$ cat config.mk
export PLATFORM = sky130hd
export DESIGN_NAME = parallel_mult_rs
export DESIGN_NICKNAME = d
export VERILOG_FILES = /design/src/rtl/parallel_mult_rs.sv
export SDC_FILE = /design/constraint.sdc
export NUM_CORES = 2
export LEC_CHECK = 0
export ABC_CLOCK_PERIOD_IN_PS = 5800
export BUFFER_PORTS_ARGS = -buffer_cell sky130_fd_sc_hd__buf_2
export CAP_MARGIN = 20
export CORE_MARGIN = 10
export CORE_UTILIZATION = 30
export CTS_CLUSTER_SIZE = 16
export DETAILED_ROUTE_END_ITERATION = 16
export PLACE_DENSITY_LB_ADDON = 0.2
export RECOVER_POWER = 100
export SYNTH_ARGS = -nofsm -noshare
export SYNTH_HDL_FRONTEND = slang
export SYNTH_SLANG_ARGS = --single-unit
$ cat constraint.sdc
create_clock -name clk -period 5.8 [get_ports clk]
set_input_delay 0.87 -clock clk [delete_from_list [all_inputs] [get_ports clk]]
set_output_delay 0.87 -clock clk [all_outputs]
set_load 0.01 [all_outputs]
$ cat src/rtl/parallel_mult_rs.sv
// parallel_mult_rs: multi-lane signed fixed-point multiplier with rounding, saturation and a stallable 3-stage pipeline
module parallel_mult_rs #(
  parameter int PARALLEL_IN = 4,
  parameter int DATA1_WIDTH = 16,
  parameter int DATA1_INT   = 2,
  parameter int DATA2_WIDTH = 16,
  parameter int DATA2_INT   = 2,
  parameter int OUT_WIDTH   = 16,
  parameter int OUT_INT     = 4
) (
  input  logic                               clk,
  input  logic                               rst_n,
  input  logic [DATA1_WIDTH*PARALLEL_IN-1:0] din1,
  input  logic [DATA2_WIDTH*PARALLEL_IN-1:0] din2,
  input  logic                               din_valid,
  output logic                               din_ready,
  input  logic                               round_en,
  output logic [OUT_WIDTH*PARALLEL_IN-1:0]   dout,
  output logic                               dout_valid,
  input  logic                               dout_ready,
  output logic [PARALLEL_IN-1:0]             ovf,
  output logic [PARALLEL_IN-1:0]             ovf_sticky,
  input  logic                               clr_ovf
);
  localparam int FULL_WIDTH = DATA1_WIDTH + DATA2_WIDTH;
  localparam int FULL_POINT = (DATA1_WIDTH - DATA1_INT) + (DATA2_WIDTH - DATA2_INT);
  localparam int OUT_POINT  = OUT_WIDTH - OUT_INT;
  localparam int SHIFT      = FULL_POINT - OUT_POINT;
  localparam int EW         = FULL_WIDTH + 1;
  // half an output LSB, used only when there are bits to discard
  localparam logic [EW-1:0] RND = (SHIFT > 0) ? EW'(1) << ((SHIFT > 0) ? SHIFT - 1 : 0) : '0;
  localparam logic signed [EW-1:0] MAXV = {{(EW-OUT_WIDTH+1){1'b0}}, {(OUT_WIDTH-1){1'b1}}};
  localparam logic signed [EW-1:0] MINV = {{(EW-OUT_WIDTH+1){1'b1}}, {(OUT_WIDTH-1){1'b0}}};

  logic [DATA1_WIDTH*PARALLEL_IN-1:0] s1_d1;
  logic [DATA2_WIDTH*PARALLEL_IN-1:0] s1_d2;
  logic                               s1_rnd;
  logic                               s1_valid;
  logic [FULL_WIDTH*PARALLEL_IN-1:0]  prod;
  logic [FULL_WIDTH*PARALLEL_IN-1:0]  s2_p;
  logic                               s2_rnd;
  logic                               s2_valid;
  logic [OUT_WIDTH*PARALLEL_IN-1:0]   res;
  logic [PARALLEL_IN-1:0]             ov;
  logic signed [EW-1:0]               ext;
  logic signed [EW-1:0]               sh;
  logic                               stall;
  logic                               hs;

  // the whole pipeline freezes only when a valid result is refused downstream
  assign stall     = dout_valid & ~dout_ready;
  assign hs        = dout_valid & dout_ready;
  assign din_ready = ~stall;

  // S1: capture operands and rounding mode with the beat
  always_ff @(posedge clk or negedge rst_n) begin
    if (!rst_n) begin
      s1_d1    <= '0;
      s1_d2    <= '0;
      s1_rnd   <= 1'b0;
      s1_valid <= 1'b0;
    end else if (!stall) begin
      s1_d1    <= din1;
      s1_d2    <= din2;
      s1_rnd   <= round_en;
      s1_valid <= din_valid;
    end
  end

  // full-precision signed product per lane; operands are sign-extended first so nothing is lost
  always_comb begin
    prod = '0;
    for (int i = 0; i < PARALLEL_IN; i++)
      prod[FULL_WIDTH*i +: FULL_WIDTH] = FULL_WIDTH'($signed(s1_d1[DATA1_WIDTH*i +: DATA1_WIDTH]))
                                       * FULL_WIDTH'($signed(s1_d2[DATA2_WIDTH*i +: DATA2_WIDTH]));
  end

  // S2: hold the products and carry the rounding mode alongside
  always_ff @(posedge clk or negedge rst_n) begin
    if (!rst_n) begin
      s2_p     <= '0;
      s2_rnd   <= 1'b0;
      s2_valid <= 1'b0;
    end else if (!stall) begin
      s2_p     <= prod;
      s2_rnd   <= s1_rnd;
      s2_valid <= s1_valid;
    end
  end

  // round in one extra bit so the carry cannot wrap, shift arithmetically, then clamp to the output range
  always_comb begin
    res = '0;
    ov  = '0;
    ext = '0;
    sh  = '0;
    for (int i = 0; i < PARALLEL_IN; i++) begin
      ext = {s2_p[FULL_WIDTH*(i+1)-1], s2_p[FULL_WIDTH*i +: FULL_WIDTH]} + (s2_rnd ? RND : '0);
      sh  = ext >>> SHIFT;
      ov[i] = (sh > MAXV) || (sh < MINV);
      res[OUT_WIDTH*i +: OUT_WIDTH] = (sh > MAXV) ? MAXV[OUT_WIDTH-1:0] :
                                      (sh < MINV) ? MINV[OUT_WIDTH-1:0] : sh[OUT_WIDTH-1:0];
    end
  end

  // S3: registered result and its per-lane saturation flags
  always_ff @(posedge clk or negedge rst_n) begin
    if (!rst_n) begin
      dout       <= '0;
      ovf        <= '0;
      dout_valid <= 1'b0;
    end else if (!stall) begin
      dout       <= res;
      ovf        <= ov;
      dout_valid <= s2_valid;
    end
  end

  // sticky flags collect overflows of delivered beats; a new overflow beats a simultaneous clear
  always_ff @(posedge clk or negedge rst_n) begin
    if (!rst_n) ovf_sticky <= '0;
    else        ovf_sticky <= (clr_ovf ? '0 : ovf_sticky) | (ovf & {PARALLEL_IN{hs}});
  end
endmodule
==> results.md <==
- CP Buf/Inv Count: 6
- Hold_buf cts: 0
- Clock Latency Late Sink: 0.64 ns
- Tcrit/Tclk final: 1.05
- Antenna violations before repair: 2
- Clk root buf: clkbuf_16
- Arr. time, crit path: 6.59 ns
- Area growth syn-to-layout: 22.2%
- DIE WIDTH: 422 um
- Top-area cell type share of the netlist area: 0.432
- Main combinational cell family by area after synthesis: adder cells
- Area post-placement: 55500 um2
- Main synth FF type: dfrtp_1
- Fmax: 164 MHz
- IO Pins: 208
- Clock slew at reported path FFs: 0.07 ns
- Pin count of the biggest net entering global routing: 124
- Final Cell Area: 59200 um2
- Crit end category: flip-flop
- Post-route ant nets: 0
- DR vias/cell: 4.40
- CP top delay family: adder cells
- Slew HR: -2.19
- First-pass GRT wire length: 227000 um
- Setup TNS: -5.00 ns
- Endpoints failing hold: 0
- Async SR Flop Fraction: 1.00
- Register area share after synthesis: 0.141
- Flops & latches, synth: 273
- CP Launch Type: flip-flop
- Syn Inst Count: 5242
- Post-synth EDFFs: 0
- Max incr delay on CP: 0.53 ns
- Hpwl dp: 115000 um
- CTS tree: done
- Req. time, crit path: 6.29 ns
- Number of remaining DRC errors: 0
- Seq. cell area: 6920 um2
- Status: finished with violations
- Dpl ws: -0.619 ns
- # port buffers: 207
- Post-synthesis compound-gate area fraction: 0.0455
- Final Worst Setup Slack: -0.307 ns
- Initial DRC Count: 1573
- Synth Area in Simple Gates: 0.168
- Cell with the most instances after synthesis: inv_1
- Vias in the first global route: 39600
- Vias post-DR: 35400
- Initial Utilization: 0.302
- Largest cells by area after synthesis: fa_1 43%, dfrtp_1 14%, inv_1 8.9%
- Cell mode on critical path: fa_1
- Clock buffer depth: 3
- Multi-input gate area: 37900 um2
- Critical path's slowest cell: fa_1
- CP Max Fanout: 5
- Overall Global Routing Usage: 0.160
- Max Slew Vio Count: 263
- CTS H-tree depth: 2
- Mapped Avg Cell Area: 9.24 um2
- First-pass DRT Iterations: 5
- Hold Crit Class: input port to flip-flop
- Final setup fails: 37
- Synth top cells by count: 1152 x inv_1, 1044 x fa_1, 957 x nand2_1, 491 x and2_1, 320 x ha_1
- Syn_nets: 6740
- Synthesized area: 48400 um2
- Failing checks: capacitance limit, slew limit, setup timing
- Congestion Overflow GR: 0
- Multiplexer share of the synthesized area: 0.00111
- Diode count: 0
- Core area: 161000 um2
- Max-Cap Viols: 3
- Inserted Clock Buffers: 42
- Unrepaired setup endpoints after global routing: true
- Synth Area in Adders: 0.514
- Routability cong.: 0.846
- Slew at the pin with the worst max-slew slack: 4.79 ns
- Min Tclk post-route: 6.11 ns
- Crit-path cells: buf_12 > and2_4 > fa_1 > inv_1 > fa_1 > fa_1 > inv_1 > fa_1 > fa_1 > inv_1 > fa_1 > inv_2 > ha_4 > a21oi_4 > o211ai_1 > a31o_2 > or3_4 > o211ai_1 > buf_4 > nand3b_1 > o31ai_2 > xnor2_1 > a21oi_1
- Fill cells: 16400
- Distinct cells, synth: 63
- Critical path type: flip-flop to flip-flop
- Total wire length: 138000 um
- Clk sinks: 273
- Final #Nets: 7353
- XOR/XNOR Fraction of Synth Area: 0.0248
- Share of layout cells above drive strength 1: 0.192
- Yosys top cell by area: fa_1
- Die height: 422 um
- Clk_skew: 0.0311 ns
- FP Rows: 147
- Die Area: 178000 um2
- Ys Warns: 0
- Routed wire per std cell: 17.2 um
[final timing paths]
kind / depth (start not counted) / slack (ns) / startpoint / end
min in group asynchronous: 1 / 1.90 / rst_n / s1_d2[10]$_DFFE_PN0N_
hold / removal: 3 / 0.43 / din1[8] / s1_d1[8]$_DFFE_PN0N_
setup reg to reg: 23 / -0.31 / s1_d2[20]$_DFFE_PN0N_ / s2_p[63]$_DFFE_PN0N_
setup / recovery: 23 / -0.31 / s1_d2[20]$_DFFE_PN0N_ / s2_p[63]$_DFFE_PN0N_
hold reg to reg: 2 / 0.47 / s1_rnd$_DFFE_PN0N_ / s1_rnd$_DFFE_PN0N_
max in group asynchronous: 1 / 0.72 / rst_n / s1_d2[53]$_DFFE_PN0N_
[sequential cells by signal (all words and copies together), names as in the netlist, 4 cells and up]
register and count:
ovf_sticky 4, s2_p 68, s1_d1 64, s1_d2 64, ovf 4, dout 64
[stage by stage]
stage,instances,util,hold WS (ns)
6_report,8049,0.368,0.428
5_1_grt,8049,0.368,0.406
4_1_cts,8009,0.361,0.159
3_5_place_dp,7892,0.346,0.457
3_3_place_gp,7892,0.346,0.451
2_1_floorplan,5242,-,0.430
[logic make-up after synthesis]
kind of cell	count (synthesis)
and+or+nand+nor	1758
adders and majority gates	1364
buffers and inverters	1351
AOI/OAI and AO/OA	354
DFF	273
xor gates and xnor gates	137
muxes	5
[placed cells by master (no fill, tap or decap), drive strengths merged, types with 50 or more instances in the layout]
cell	instances
xnor2	87
nor2	163
fa	1044
dfrtp	273
xor2	50
inv	1157
nand2	957
ha	320
o21ai	91
a21oi	125
buf	683
and2	491
clkbuf	138
[metal layers]
layer  track usage  part of all wire  vias to the layer above
met1         0.206              0.43                    18100
met3        0.0157             0.028                      170
li1              -                 -                    16600
met5             0          0.000072                        -
met4        0.0489             0.038                        2
met2         0.280              0.50                      453
[final cells by class]
| class | instances | share of cell area |
|---|---|---|
| Tap cell | 2160 | 0.0457 |
| Sequential cell | 273 | 0.117 |
| Inverter | 1153 | 0.0733 |
| Clock inverter | 24 | 0.00508 |
| Timing Repair Buffer | 767 | 0.0974 |
| Clock buffer | 54 | 0.0202 |
| Multi-Input combinational cell | 3618 | 0.641 |
[worst reg2reg max path: cells and delay by family (launching register included)]
family          cells  cell delay (ns)
xor+xnor            1             0.14
simple gates        3             0.62
flops               1             0.43
fa+ha+maj           7             3.16
compound gates      6             1.10
buf+inv             6             0.50
[timing repair]
item / in CTS / in global routing
resized for setup: 217 / 251
cloned: 2 / 1
setup buffers: 38 / 44
pin swaps: 114 / 176
endpoints found under the setup margin: 59 / 60
Power is not shown: default switching activity piles up to over one toggle a cycle in this logic, so the estimate is an artifact.
